==> src/rtl/fifo_pkg.sv <==
// Shared types and helpers for the FIFO write-side arbiter.
package fifo_pkg;

  localparam int DEF_DW = 8;

  typedef enum logic {
    ST_IDLE = 1'b0,
    ST_BUSY = 1'b1
  } arb_state_t;

  // Reference round-robin one-hot pick: scan from last+1 upward, modulo n.
  function automatic logic [7:0] rr_pick_onehot(input logic [7:0] req,
                                                input logic [2:0] last,
                                                input int         n);
    logic [7:0] oh;
    int         idx;
    oh = '0;
    for (int k = n; k >= 1; k--) begin
      idx = (int'(last) + k) % n;
      if (req[idx]) oh = 8'(1 << idx);
    end
    return oh;
  endfunction

endpackage

==> src/rtl/rr_pick.sv <==
// Combinational round-robin picker: rotate past last, priority-encode, rotate back.
module rr_pick #(
  parameter  int N  = 4,
  localparam int LW = $clog2(N)
) (
  input  logic [N-1:0]  cand,
  input  logic [LW-1:0] last,
  output logic [LW-1:0] idx,
  output logic          vld
);

  localparam logic [LW-1:0] LAST_IDX = LW'(N - 1);
  localparam logic [LW:0]   NV       = (LW + 1)'(N);

  logic [LW-1:0]  w_start;
  logic [2*N-1:0] w_dbl;
  logic [N-1:0]   w_rot;
  logic [LW-1:0]  w_off;
  logic [LW:0]    w_sum;

  assign w_start = (last == LAST_IDX) ? '0 : last + LW'(1);
  assign w_dbl   = {cand, cand} >> w_start;
  assign w_rot   = w_dbl[N-1:0];

  always_comb begin
    w_off = '0;
    vld   = 1'b0;
    for (int i = N - 1; i >= 0; i--) begin
      if (w_rot[i]) begin
        w_off = LW'(i);
        vld   = 1'b1;
      end
    end
  end

  assign w_sum = {1'b0, w_start} + {1'b0, w_off};
  assign idx   = (w_sum >= NV) ? LW'(w_sum - NV) : w_sum[LW-1:0];

endmodule

==> src/rtl/fifo_wr_arbiter.sv <==
// Round-robin, burst-bounded arbiter sharing the async FIFO write port among N requesters.
module fifo_wr_arbiter
  import fifo_pkg::*;
#(
  parameter int N         = 4,
  parameter int DW        = DEF_DW,
  parameter int MAX_BURST = 4
) (
  input  logic            wrclk,
  input  logic            rst,
  input  logic [N-1:0]    req,
  input  logic [N*DW-1:0] din,
  input  logic            full,
  output logic [N-1:0]    gnt,
  output logic [N-1:0]    accept,
  output logic            wrreq,
  output logic [DW-1:0]   wrdata
);

  localparam int LW = $clog2(N);
  localparam int CW = $clog2(MAX_BURST + 1);
  localparam logic [CW-1:0] BURST_LIM = CW'(MAX_BURST);
  localparam logic [N-1:0]  ONE       = N'(1);

  arb_state_t    r_state;
  logic [N-1:0]  r_gnt;
  logic [CW-1:0] r_cnt;
  logic [LW-1:0] r_last;

  logic [N-1:0]  w_accept;
  logic          w_wrreq;
  logic [DW-1:0] w_wrdata;
  logic          w_gnt_req;
  logic          w_rel_a;
  logic          w_rel;
  logic [CW-1:0] w_cnt_nxt;
  logic [N-1:0]  w_cand;
  logic [LW-1:0] w_win;
  logic          w_win_vld;

  assign w_accept  = r_gnt & req & {N{~full}};
  assign w_wrreq   = |w_accept;
  assign w_gnt_req = |(r_gnt & req);
  assign w_rel_a   = ~w_gnt_req;
  assign w_cnt_nxt = r_cnt + CW'(1);
  assign w_rel     = w_rel_a | (w_wrreq & (w_cnt_nxt == BURST_LIM));

  // A requester that dropped req is excluded from the same-edge re-arbitration.
  assign w_cand = (r_state == ST_BUSY && w_rel_a) ? (req & ~r_gnt) : req;

  rr_pick #(.N(N)) u_pick (
    .cand (w_cand),
    .last (r_last),
    .idx  (w_win),
    .vld  (w_win_vld)
  );

  always_comb begin
    w_wrdata = '0;
    for (int i = 0; i < N; i++) begin
      if (r_gnt[i]) w_wrdata = w_wrdata | din[i*DW +: DW];
    end
  end

  always_ff @(posedge wrclk or negedge rst) begin
    if (!rst) begin
      r_state <= ST_IDLE;
      r_gnt   <= '0;
      r_cnt   <= '0;
      r_last  <= LW'(N - 1);
    end else begin
      case (r_state)
        ST_IDLE: begin
          if (w_win_vld) begin
            r_gnt   <= ONE << w_win;
            r_last  <= w_win;
            r_cnt   <= '0;
            r_state <= ST_BUSY;
          end
        end
        ST_BUSY: begin
          if (w_rel) begin
            if (w_win_vld) begin
              r_gnt  <= ONE << w_win;
              r_last <= w_win;
              r_cnt  <= '0;
            end else begin
              r_gnt   <= '0;
              r_cnt   <= '0;
              r_state <= ST_IDLE;
            end
          end else if (w_wrreq) begin
            r_cnt <= w_cnt_nxt;
          end
        end
        default: begin
          r_gnt   <= '0;
          r_cnt   <= '0;
          r_state <= ST_IDLE;
        end
      endcase
    end
  end

  assign gnt    = r_gnt;
  assign accept = w_accept;
  assign wrreq  = w_wrreq;
  assign wrdata = w_wrdata;

endmodule

==> config.mk <==
export PLATFORM = sky130hd
export DESIGN_NAME = fifo_wr_arbiter
export DESIGN_NICKNAME = d
export VERILOG_FILES = /design/src/rtl/fifo_pkg.sv /design/src/rtl/rr_pick.sv /design/src/rtl/fifo_wr_arbiter.sv
export SDC_FILE = /design/constraint.sdc
export NUM_CORES = 1
export LEC_CHECK = 0
export CAP_MARGIN = 20
export CELL_PAD_IN_SITES_DETAIL_PLACEMENT = 0
export CELL_PAD_IN_SITES_GLOBAL_PLACEMENT = 2
export CORE_MARGIN = 2
export CORE_UTILIZATION = 18
export CTS_BUF_LIST = sky130_fd_sc_hd__clkbuf_2 sky130_fd_sc_hd__clkbuf_4 sky130_fd_sc_hd__clkbuf_8
export DETAILED_ROUTE_END_ITERATION = 6
export HOLD_SLACK_MARGIN = 0.03
export PLACE_DENSITY = 0.9
export SYNTH_ARGS = -nofsm -noshare
export SYNTH_HDL_FRONTEND = slang
export SYNTH_SLANG_ARGS = --single-unit
==> constraint.sdc <==
create_clock -name wrclk -period 2.7 [get_ports wrclk]
set_input_delay 0.54 -clock wrclk [delete_from_list [all_inputs] [get_ports wrclk]]
set_output_delay 0.54 -clock wrclk [all_outputs]
set_load 0.02 [all_outputs]
==> flow_summary.yaml <==
cells_and_area:
  regArea_um2: 253
  diodes: 0
  area_growth_pct: 90.7
  fill_cells: 466
  nNetsFinal: 209
  layout_commonest_cell: "clkdlybuf4s50_1"
  layout_common_cells: "clkdlybuf4s50_1 (54), nand2_1 (19), a22oi_1 (16)"
  multi_input_area_um2: 513
  drive_gt1_share_pct: 12.7
  fin_area_mm2: 0.00154
cts:
  cts_buffers: 3
  cts.path.max_buffers: 2
  clock_sinks: 10
  tritoncts: "built"
  cts_root_buffer: "clkbuf_8"
  htree_levels: 1
  post_cts_buffers: 0
  clk_pin_slew_worst_paths_ps: 50
  clock_latency_ps: 240
worst_setup_path:
  r2r_cells: 8
  critPathLaunchType: "input port"
  cp.arrival_ps: 1950
  r2r-start: "r_last[0]"
  r2r_end: "r_last[1]"
  cp_max_fo: 2
  crit_required_ps: 2160
  startpoint: "req[2]"
  worst-setup-path-type: "input port to output pin"
  worst_setup_path_end_kind: "output pin"
  rrSetupSlack_ps: 490
power_and_ir_drop:
  clock_power_share_pct: 13.0
  leakagePower_nw: 0.678
  p_per_area_mw_per_mm2: 956
  sw_frac_of_total_pct: 43.3
  comb_power_share_pct: 68.5
  p_int_w: 0.000833
  p_sw_w: 0.000636
  ir_drop_mv: 0.329
  pwr-share-seq_pct: 18.5
sta:
  fin_crit_sh_pct: 92.4
  max_freq_ghz: 0.401
  slew_headroom_pct: 68.7
  min_period_ps: 2490
  worstMarginPinSlew_ps: 465
  hold_viol: 0
  fin_ws_ps: 206
  rsz0062_at_grt: "no"
  skew_ps: 1.56
  drv_slew: 0
  tns_ps: 0
  finalSetupViolations: 0
floorplanning:
  row_count: 24
  dieArea_mm2: 0.00503
  die_h_um: 70.9
  dieWidth_um: 70.9
  core_mm2: 0.00432
  pin_count: 56
  start_util_pct: 18.6
global_route:
  grtUsageTotal_pct: 11.6
  grt_max_degree: 12
  first_global_vias: 1053
  grt_first_pass_wirelength_mm: 4.72
  antenna_found_initial: 0
  grt_remaining_overflow: 0
synth:
  synth_seq_cells: 10
  syn_area_per_cell_um2: 8.06
  yosysUniqueCellTypes: 28
  yosys_warnings: 0
  netlist_instances: 100
  syn-num-nets: 143
  synth_area_um2: 806
  yosysSeqAreaShare_pct: 31.4
drt:
  first_pass_iters: 4
  drc: 0
  viasPerCell: 4.65
  final_antenna_net_count: 0
  drt_iter0_markers: 27
  wl_per_cell_um: 13.5
  routed_wl_mm: 2.94
  dr_total_vias: 1008
placed_design:
  io_buffers: 55
  dp_worst_setup_slack_ps: 30.9
  dpl.hpwl_mm: 2.35
  place_congestion: 0.820
  placed_area_mm2: 0.00148
min_path:
  hold_path.class: "flip-flop to flip-flop"
  hold-path-cell-count: 1
  holdPathEnd: "r_cnt[2]"
  min_from: "r_cnt[2]"
status:
  outcome: "completed"
run:
  maxCapViolations: 0
-- worst max-delay path, cell delays in order --
cell             delay (ps)
clkdlybuf4s50_1         480
nand2_1                  70
buf_4                   160
nor2_1                   90
clkdlybuf4s50_1         610
-- power by group through the flow --
stage                     registers [W]  clock network [W]  logic, W
after global routing           0.000281           0.000206   0.00111
after floorplan                0.000275                  0  0.000603
after global placement         0.000272                  0  0.000983
final                          0.000272           0.000191   0.00101
after detailed placement       0.000276                  0   0.00102
after CTS                      0.000274           0.000195   0.00102
-- area by class of cell --
cell class | count | share of cell area [%]
multi-input cells | 81 | 33.4
well taps | 52 | 4.23
clock buffers | 4 | 3.58
inverters | 4 | 0.977
flip-flops and latches | 10 | 16.4
repair buffers | 66 | 41.4
-- sequential cells by signal (all words and copies together) (netlist names) --
| signal | cells |
|---|---|
| gnt | 4 |
| r_cnt | 3 |
| r_last | 2 |
| r_state | 1 |
-- Yosys cell counts --
master     instances  share of area, %
dfrtp_1            8                25
nand4_1            1              0.78
nand2_1           19               8.9
nand2b_1           1              0.78
mux2_2             1               1.4
xor2_1             1               1.1
mux2_1             1               1.4
inv_1              4               1.9
o21a_1             2               1.9
maj3_2             1               1.4
nor2_1            10               4.7
and4_1             1               1.1
a22oi_1           16                15
nor2b_1            1              0.78
nand3_1            3               1.9
a22o_1             4               4.3
or2_4              1               1.1
o2bb2ai_1          2               2.2
nor3_1             2               1.2
a21oi_2            1               1.1
buf_2              5               3.1
or4_1              1              0.93
a211o_1            1               1.1
o21ai_0            2               1.2
dfstp_2            2               6.5
a21oi_1            4               2.5
a211oi_1           1              0.93
ha_1               4               6.2
-- worst max-delay path by stage --
stage | endpoint | slack [ps] | cells past startpoint
after global placement | wrreq | 50 | 5
after floorplan | r_last[1] | 730 | 8
after global routing | accept[2] | 110 | 5
after detailed placement | wrreq | 30 | 5
after CTS | wrreq | 10 | 5
final | accept[2] | 210 | 5
-- cell families after synthesis --
logic type               Yosys count  synth area share (%)
flip-flops                        10                  31.4
multiplexers                       2                  2.79
adder cells (fa/ha/maj)            5                  7.61
AND/OR/NAND/NOR                   40                  22.1
XOR/XNOR                           1                  1.09
buffers and inverters              9                  4.97
AO/OA/AOI/OAI                     33                  30.1
-- metrics by stage --
stage	cells	hold WS (ps)	utilization, %	total power, W
finish	217	496	35.5	0.00147
detailed placement	213	483	34.2	0.00129
CTS	217	502	35.5	0.00149
floorplan	100	244	-	0.000878
global route	217	524	35.5	0.00159
global placement	213	480	34.2	0.00126
-- timing repair --
| action | in CTS | in global routing |
|---|---|---|
| gates resized for setup | 0 | 1 |
| hold buffers | 0 | 0 |
| setup endpoints to repair | 0 | 1 |
-- layer usage --
metal,up-vias,track usage (%),share of wire (%)
met1,454,13.3,43
li1,497,-,-
met3,2,2.56,8.5
met2,55,21.9,48
met5,-,0,0
met4,0,2.52,0.72
Note: power is estimated with default switching activity, not from simulation.
